## src/rtl/cargo_load_accumulator.sv

```systemverilog
// Accumulates 8-bit product beats into a saturating load total and reports
// total, entry count and a sticky over-limit flag per manifest.
module cargo_load_accumulator #(
  parameter int ACC_W       = 12,
  parameter int LIMIT       = 1000,
  parameter int MAX_ENTRIES = 15
) (
  input  logic             clk,
  input  logic             rst_n,
  input  logic             start,
  input  logic             in_valid,
  input  logic [7:0]       in_data,
  input  logic             in_last,
  output logic             in_ready,
  output logic             out_valid,
  input  logic             out_ready,
  output logic [ACC_W-1:0] out_total,
  output logic [3:0]       out_entries,
  output logic             out_over,
  output logic             busy
);

  typedef enum logic [1:0] {IDLE, ACCUM, REPORT} state_t;

  localparam logic [ACC_W:0] LIMIT_X   = LIMIT[ACC_W:0];
  localparam logic [3:0]     MAX_ENT_4 = MAX_ENTRIES[3:0];

  state_t           state, state_nxt;
  logic             accept;
  logic             close_beat;
  logic [ACC_W:0]   sum;
  logic [ACC_W-1:0] total_sat;
  logic [3:0]       entries_inc;

  assign in_ready  = (state == ACCUM);
  assign out_valid = (state == REPORT);
  assign busy      = (state != IDLE);
  assign accept    = in_valid && (state == ACCUM);

  // Sum one bit wider than the total so the carry drives saturation.
  always_comb begin
    sum         = {1'b0, out_total} + {{(ACC_W-7){1'b0}}, in_data};
    total_sat   = sum[ACC_W] ? {ACC_W{1'b1}} : sum[ACC_W-1:0];
    entries_inc = out_entries + 4'd1;
    close_beat  = in_last || (entries_inc == MAX_ENT_4);
  end

  always_comb begin
    state_nxt = state;
    case (state)
      IDLE:    if (start) state_nxt = ACCUM;
      ACCUM:   if (accept && close_beat) state_nxt = REPORT;
      REPORT:  if (out_ready) state_nxt = IDLE;
      default: state_nxt = IDLE;
    endcase
  end

  always_ff @(posedge clk or negedge rst_n) begin
    if (!rst_n) state <= IDLE;
    else        state <= state_nxt;
  end

  // Report fields stay visible in IDLE until the next start clears them.
  always_ff @(posedge clk or negedge rst_n) begin
    if (!rst_n) begin
      out_total   <= '0;
      out_entries <= '0;
      out_over    <= 1'b0;
    end else if (state == IDLE && start) begin
      out_total   <= '0;
      out_entries <= '0;
      out_over    <= 1'b0;
    end else if (accept) begin
      out_total   <= total_sat;
      out_entries <= entries_inc;
      out_over    <= out_over | ({1'b0, total_sat} > LIMIT_X);
    end
  end

endmodule
```

## config.mk

```make
export PLATFORM = sky130hd
export DESIGN_NAME = cargo_load_accumulator
export DESIGN_NICKNAME = d
export VERILOG_FILES = /design/src/rtl/cargo_load_accumulator.sv
export SDC_FILE = /design/constraint.sdc
export NUM_CORES = 1
export LEC_CHECK = 0
export BUFFER_PORTS_ARGS = -buffer_cell sky130_fd_sc_hd__clkbuf_2
export CAP_MARGIN = 20
export CELL_PAD_IN_SITES_DETAIL_PLACEMENT = 0
export CELL_PAD_IN_SITES_GLOBAL_PLACEMENT = 1
export CORE_ASPECT_RATIO = 1.2
export CORE_MARGIN = 4
export CORE_UTILIZATION = 40
export CTS_BUF_LIST = sky130_fd_sc_hd__clkbuf_2
export CTS_CLUSTER_DIAMETER = 80
export DETAILED_ROUTE_END_ITERATION = 8
export PLACE_DENSITY = 0.81
export SYNTH_ARGS = -nofsm -noshare
export SYNTH_HDL_FRONTEND = slang
export SYNTH_SLANG_ARGS = --single-unit
export TNS_END_PERCENT = 5
```

## constraint.sdc

```tcl
create_clock -name clk -period 5.8 [get_ports clk]
set_input_delay 0.58 -clock clk [delete_from_list [all_inputs] [get_ports clk]]
set_output_delay 0.58 -clock clk [all_outputs]
set_load 0.02 [all_outputs]
```

==> flow_summary.json, run 1 <==
{
  "drtAntennaViolNets": 0,
  "coreArea_mm2": 0.00334,
  "dieArea_mm2": 0.00446,
  "synth_top_area_cell": "dfrtp_1",
  "cts_root_buf": "clkbuf_2",
  "tightestPinTransition_ps": 696,
  "netlist_instances": 152,
  "ctsResizeCount": 0,
  "start_kind": "register",
  "status": "completed",
  "vdd_ir_drop_max_uv": 267,
  "grt_max_degree": 20,
  "antenna_found_initial": 0,
  "routabilityCongestion": 0.831,
  "clock.fmax_mhz": 393,
  "drc": 0,
  "fp.dieW_um": 61.6,
  "hold_buffers": 0,
  "path_class": "register to register",
  "yosysSeqAreaShare_pct": 34.4,
  "reg2reg_depth": 8,
  "wl_mm": 3.41,
  "slew_headroom_pct": 53.2,
  "overflow": 0,
  "synthDistinctLibCells": 44,
  "cap_viol_max_count": 0,
  "p_per_area_mw_per_mm2": 546,
  "synthesis.nets": 177,
  "netlist_area_mm2": 0.00138,
  "yosys-top-cells-area": "dfrtp_1 (34%), ha_1 (9.1%), a21oi_1 (7.2%), nand2_1 (3.0%), nor2_1 (2.7%)",
  "ios": 34,
  "async_reset_ff_share_pct": 100,
  "ys_ff_latch": 19,
  "syn_avg_cell_area_um2": 9.09,
  "grt_usage_pct": 16.0,
  "grt_pass1_vias": 1287,
  "yosysMostFrequentCell": "a21oi_1",
  "cp.arrival_ps": 2750,
  "layout-drive-gt1-share_pct": 25.1,
  "reg2reg_slack_ps": 3250,
  "fin_worst_skew_ps": 8.47,
  "cts.reportedPaths.clkPinSlew_ps": 190,
  "htreeDepth": 1,
  "clk_latency_ps": 310,
  "final_core_util_pct": 48.1,
  "tritoncts": "yes",
  "yosys_most_used_dff": "dfrtp_1",
  "nNetsFinal": 213,
  "start_util_pct": 41.4,
  "post_cts_buffers": 0,
  "clkPwrFrac_pct": 6.7,
  "yosys_warnings": 0,
  "crit_fanout": 9,
  "hpwl_mm": 2.65,
  "p_leak_uw": 0.000736,
  "worst_hold_path_type": "input port to asynchronous set/reset pin",
  "finalPower_uw": 876,
  "p_int_uw": 414,
  "area_delta_synth_final_pct": 16.2,
  "slew_violations": 0,
  "synth_commonest_cells": "a21oi_1 (20), dfrtp_1 (19), nand2_1 (11)",
  "cts_buffers": 3,
  "switching_share_pct": 52.7,
  "placed_cells": 220,
  "synth-edff-count": 0,
  "antenna_cells": 0,
  "firstDrtPassIters": 4,
  "finalCritPeriodShare_pct": 43.9,
  "report.final.hold_viol_count": 0,
  "clock_path_buffers": 2,
  "dp_slack_ps": 3010,
  "period_needed_ps": 2550,
  "grt_pass1_wl_mm": 5.63,
  "setup_ws_ps": 3250,
  "die_h_um": 72.4,
  "port-buffer-count": 33,
  "rsz0062_at_grt": "false",
  "drt-initial-drc-count": 72,
  "synth_top_area_share_pct": 34.4,
  "setup_viol": 0,
  "via_per_inst": 5.82,
  "end_kind": "register",
  "wl_per_cell_um": 15.2,
  "seqPwrFrac_pct": 27.2,
  "clock-sinks": 19,
  "comb_power_share_pct": 66.2,
  "fin_setup_tns_ps": 0,
  "stdcell_count": 224,
  "switchingPower_uw": 462,
  "cp.required_ps": 6000,
  "fp-row-count": 23,
  "vias": 1304
}
registers in the layout, indices dropped and copies added (netlist names):
signal and cells:
out_entries 4, out_over 1, out_total 12, state 2
area by class of cell:
cell class                 instances  area (um2)
fill                             343        1730
inverter                           9        33.8
clock inverter                     1        5.00
clock buffer                       3        15.0
sequential                        19         475
timing repair buffer              33         165
tap                               37        46.3
multi-input combinational        122         865
layout by cell type (no fill, tap or decap), drive strengths merged, types with 2 or more instances in the layout:
cell type / count
nand2: 12
nor2b: 3
o211ai: 3
o21a: 4
xor2: 2
nor4b: 2
a21oi: 20
clkbuf: 36
inv: 9
o21ai: 9
a2111oi: 3
a31oi: 2
ha: 10
o31ai: 2
xnor2: 4
nand4: 2
nand3: 6
nor2: 11
a211oi: 4
nor4: 3
nor3: 4
and3: 3
dfrtp: 19
and2: 2
logic make-up (layout without fill, tap and decap cells):
family | count (synthesis) | count (layout) | synth area share [%]
AO/OA/AOI/OAI | 52 | 52 | 27.9
XOR/XNOR | 6 | 6 | 3.80
adder cells (fa/ha/maj) | 11 | 11 | 10.5
buffers and inverters | 11 | 46 | 2.99
flip-flops | 19 | 19 | 34.4
AND/OR/NAND/NOR | 53 | 53 | 20.4
metrics by stage:
stage / hold slack [ps] / instance area (um2)
floorplan: 284 / 1380
global placement: 539 / 1590
detailed placement: 563 / 1590
CTS: 183 / 1610
global route: 195 / 1610
finish: 186 / 1610
critical path, cell delays in order (launching register included):
cell	delay, ps
dfrtp_1	440
ha_1	230
fa_1	420
a211oi_2	320
o211ai_1	140
a21o_2	290
and3_1	210
nor2_2	260
a21oi_1	130
power groups by stage:
stage | logic, uW | clock network, uW | registers (uW)
after floorplan | 388 | 0 | 278
after global placement | 563 | 0 | 237
after detailed placement | 580 | 0 | 240
after CTS | 581 | 61.0 | 238
after global routing | 630 | 67.1 | 248
final | 580 | 58.4 | 238
metal layers:
metal | up-vias | global-route usage [%] | share of wire (%)
met5 | - | 0 | 0
met4 | 0 | 5.66 | 1.4
met3 | 7 | 1.25 | 2.8
met2 | 26 | 26.9 | 50
met1 | 633 | 21.1 | 46
li1 | 638 | - | -
final timing paths:
kind / startpoint / to
setup / recovery: out_total[0] / out_total[1]
hold / removal: rst_n / out_total[10]
setup reg to reg: out_total[0] / out_total[1]
hold reg to reg: out_entries[3] / out_entries[3]
max in group asynchronous: rst_n / state[0]
min in group clk: out_ready / state[1]
Note: power is estimated with default switching activity, not from simulation.
==> inputs of run 2 (changes only) <==
Settings changed: ABC_AREA set to 1, CORE_UTILIZATION 40 to 36, PLACE_DENSITY 0.81 to 0.79.
Clock period 5.8 ns to 2.05 ns, I/O delays scaled along.
==> run 2 against run 1 <==
  * Final area increased by 18%
  * Total power increased to 2.7 times the previous value
  * Flip-flop and latch count unchanged
  * Hold slack got worse by 140 ps
  * Sequential power increased to 2.7 times the previous value
  * First-iteration DRC count increased by 5.6%
  * Combinational power increased to 2.7 times the previous value
  * Critical path depth increased by 6
  * Area after synthesis increased by 11%
  * Via count increased by 16%
  * Worst setup slack got worse by 3200 ps
==> flow_summary.json, run 2 <==
{
  "overflow": 0,
  "yosysMostFrequentCell": "nand2_1",
  "top_regs": "out_total x12, out_entries x4, state x2",
  "fin_worst_skew_ps": 10.8,
  "ys_ff_latch": 19,
  "setup_viol": 0,
  "firstDrtPassIters": 4,
  "cts_buffers": 3,
  "fp-row-count": 25,
  "cap_viol_max_count": 0,
  "drtAntennaViolNets": 0,
  "start_util_pct": 38.0,
  "start_kind": "register",
  "syn_avg_cell_area_um2": 7.23,
  "synthDistinctLibCells": 28,
  "htreeDepth": 1,
  "die_h_um": 79.5,
  "setup_ws_ps": 66.6,
  "wl_per_cell_um": 12.2,
  "layout-drive-gt1-share_pct": 32.8,
  "yosys_most_used_dff": "dfrtp_1",
  "report.final.hold_viol_count": 0,
  "tightestPinTransition_ps": 479,
  "cts.reportedPaths.clkPinSlew_ps": 180,
  "drc": 0,
  "worst_hold_path_type": "input port to register",
  "synth-edff-count": 0,
  "clock_path_buffers": 2,
  "drt-initial-drc-count": 76,
  "post_cts_buffers": 0,
  "antenna_cells": 0,
  "p_per_area_mw_per_mm2": 1250,
  "whs_ps": 46.6,
  "placed_cells": 305,
  "area_delta_synth_final_pct": 23.4,
  "stdcell_count": 310,
  "synthesis.nets": 237,
  "cp.arrival_ps": 2180,
  "async_reset_ff_share_pct": 100,
  "layout_common_cells": "nand2_1 (57), clkbuf_2 (37), nand3_1 (27)",
  "yosysSeqAreaShare_pct": 31.0,
  "slew_headroom_pct": 68.1,
  "largest_reg_flops": 12,
  "netlist_area_mm2": 0.00153,
  "synth_top_area_share_pct": 31.0,
  "synth_top_area_cell": "dfrtp_1",
  "dieArea_mm2": 0.00537,
  "rsz0062_at_grt": "true",
  "ios": 34,
  "cp.required_ps": 2250,
  "path_class": "register to register",
  "hpwl_mm": 3.14,
  "finalCritPeriodShare_pct": 96.8,
  "fp.dieW_um": 67.6,
  "grt_max_degree": 20,
  "p_leak_uw": 0.00105,
  "netlist_instances": 212,
  "top_register": "out_total",
  "grt_pass1_vias": 1412,
  "port-buffer-count": 33,
  "coreArea_mm2": 0.00404,
  "clk_latency_ps": 290,
  "clock.fmax_mhz": 504,
  "dp_slack_ps": 13.6,
  "vdd_ir_drop_max_uv": 586,
  "slew_violations": 0,
  "yosys_warnings": 0,
  "period_needed_ps": 1980,
  "crit_fanout": 8,
  "grt_pass1_wl_mm": 6.42,
  "layout_commonest_cell": "nand2_1",
  "status": "completed",
  "vias": 1510,
  "place_area_mm2": 0.00181,
  "clock-sinks": 19,
  "nNetsFinal": 282,
  "yosys-top-cells-area": "dfrtp_1 (31%), nand2_1 (15%), nand3_1 (9.1%), ha_1 (8.2%), inv_1 (6.4%)",
  "end_kind": "register",
  "tritoncts": "yes",
  "via_per_inst": 4.87,
  "routabilityCongestion": 0.815,
  "wl_mm": 3.79,
  "cts_root_buf": "clkbuf_2",
  "grt_usage_pct": 15.4,
  "antenna_found_initial": 0,
  "synth_commonest_cells": "nand2_1 (60), nand3_1 (28), inv_1 (26)",
  "fin_area_mm2": 0.00189
}
[run 2: layer usage]
metal,up-vias,routed length (um),track usage (%)
li1,769,-,-
met5,-,0,0
met2,33,1910,26.6
met1,704,1660,19.8
met4,0,45,4.87
met3,4,178,1.41
[run 2: cells by family (layout without fill, tap and decap cells)]
group	Yosys count	in the layout	synth area share, %
fa+ha+maj	11	11	9.47
buf+inv	34	78	9.80
compound gates	19	19	6.94
simple gates	125	125	40.5
flops	19	19	31.0
xor+xnor	4	4	2.29
[run 2: metrics by stage]
step	power [uW]	utilization (%)	setup TNS, ps
finish	2360	46.9	0
global route	2590	46.9	-50.9
CTS	2340	45.6	0
detailed placement	2160	44.8	0
global placement	2160	44.8	0
floorplan	1700	-	0
[run 2: critical path, cell delays in order (launching register included)]
cell	delay [ps]
dfrtp_2	460
ha_4	160
fa_2	350
nand2_2	80
nand2_2	70
nand3_2	90
nand2_4	90
nand2_8	120
inv_6	50
nor2_4	80
nand2_1	60
nor2_1	80
nand3_1	80
nand3_1	60
nand2_1	50
[run 2: power by group]
part | switching [uW] | internal (uW) | total, uW
clock | 109 | 51.7 | 161
sequential | 150 | 503 | 653
combinational | 958 | 586 | 1540
[run 2: cell type report]
class                           count  area [um2]
Fill cell                         425        2140
Tap cell                           54        67.6
Inverter                           30         118
Sequential cell                    19         477
Clock buffer                        4        20.0
Timing Repair Buffer               44         250
Multi-Input combinational cell    159         960
[run 2: timing repair]
item,4_1_cts,5_1_grt
hold endpoints to repair,19,0
hold buffers,1,0
pin swaps,0,2
endpoints found under the setup margin,1,1
gates resized for setup,1,12
[run 2: final timing paths]
kind	startpoint	end	slack, ps	cells past startpoint
setup / recovery	out_total[0]	out_over	70	14
hold / removal	out_ready	state[1]	50	2
setup reg to reg	out_total[0]	out_over	70	14
hold reg to reg	state[0]	state[1]	540	1
max in group asynchronous	rst_n	out_total[0]	1340	2
min in group asynchronous	rst_n	state[1]	360	2
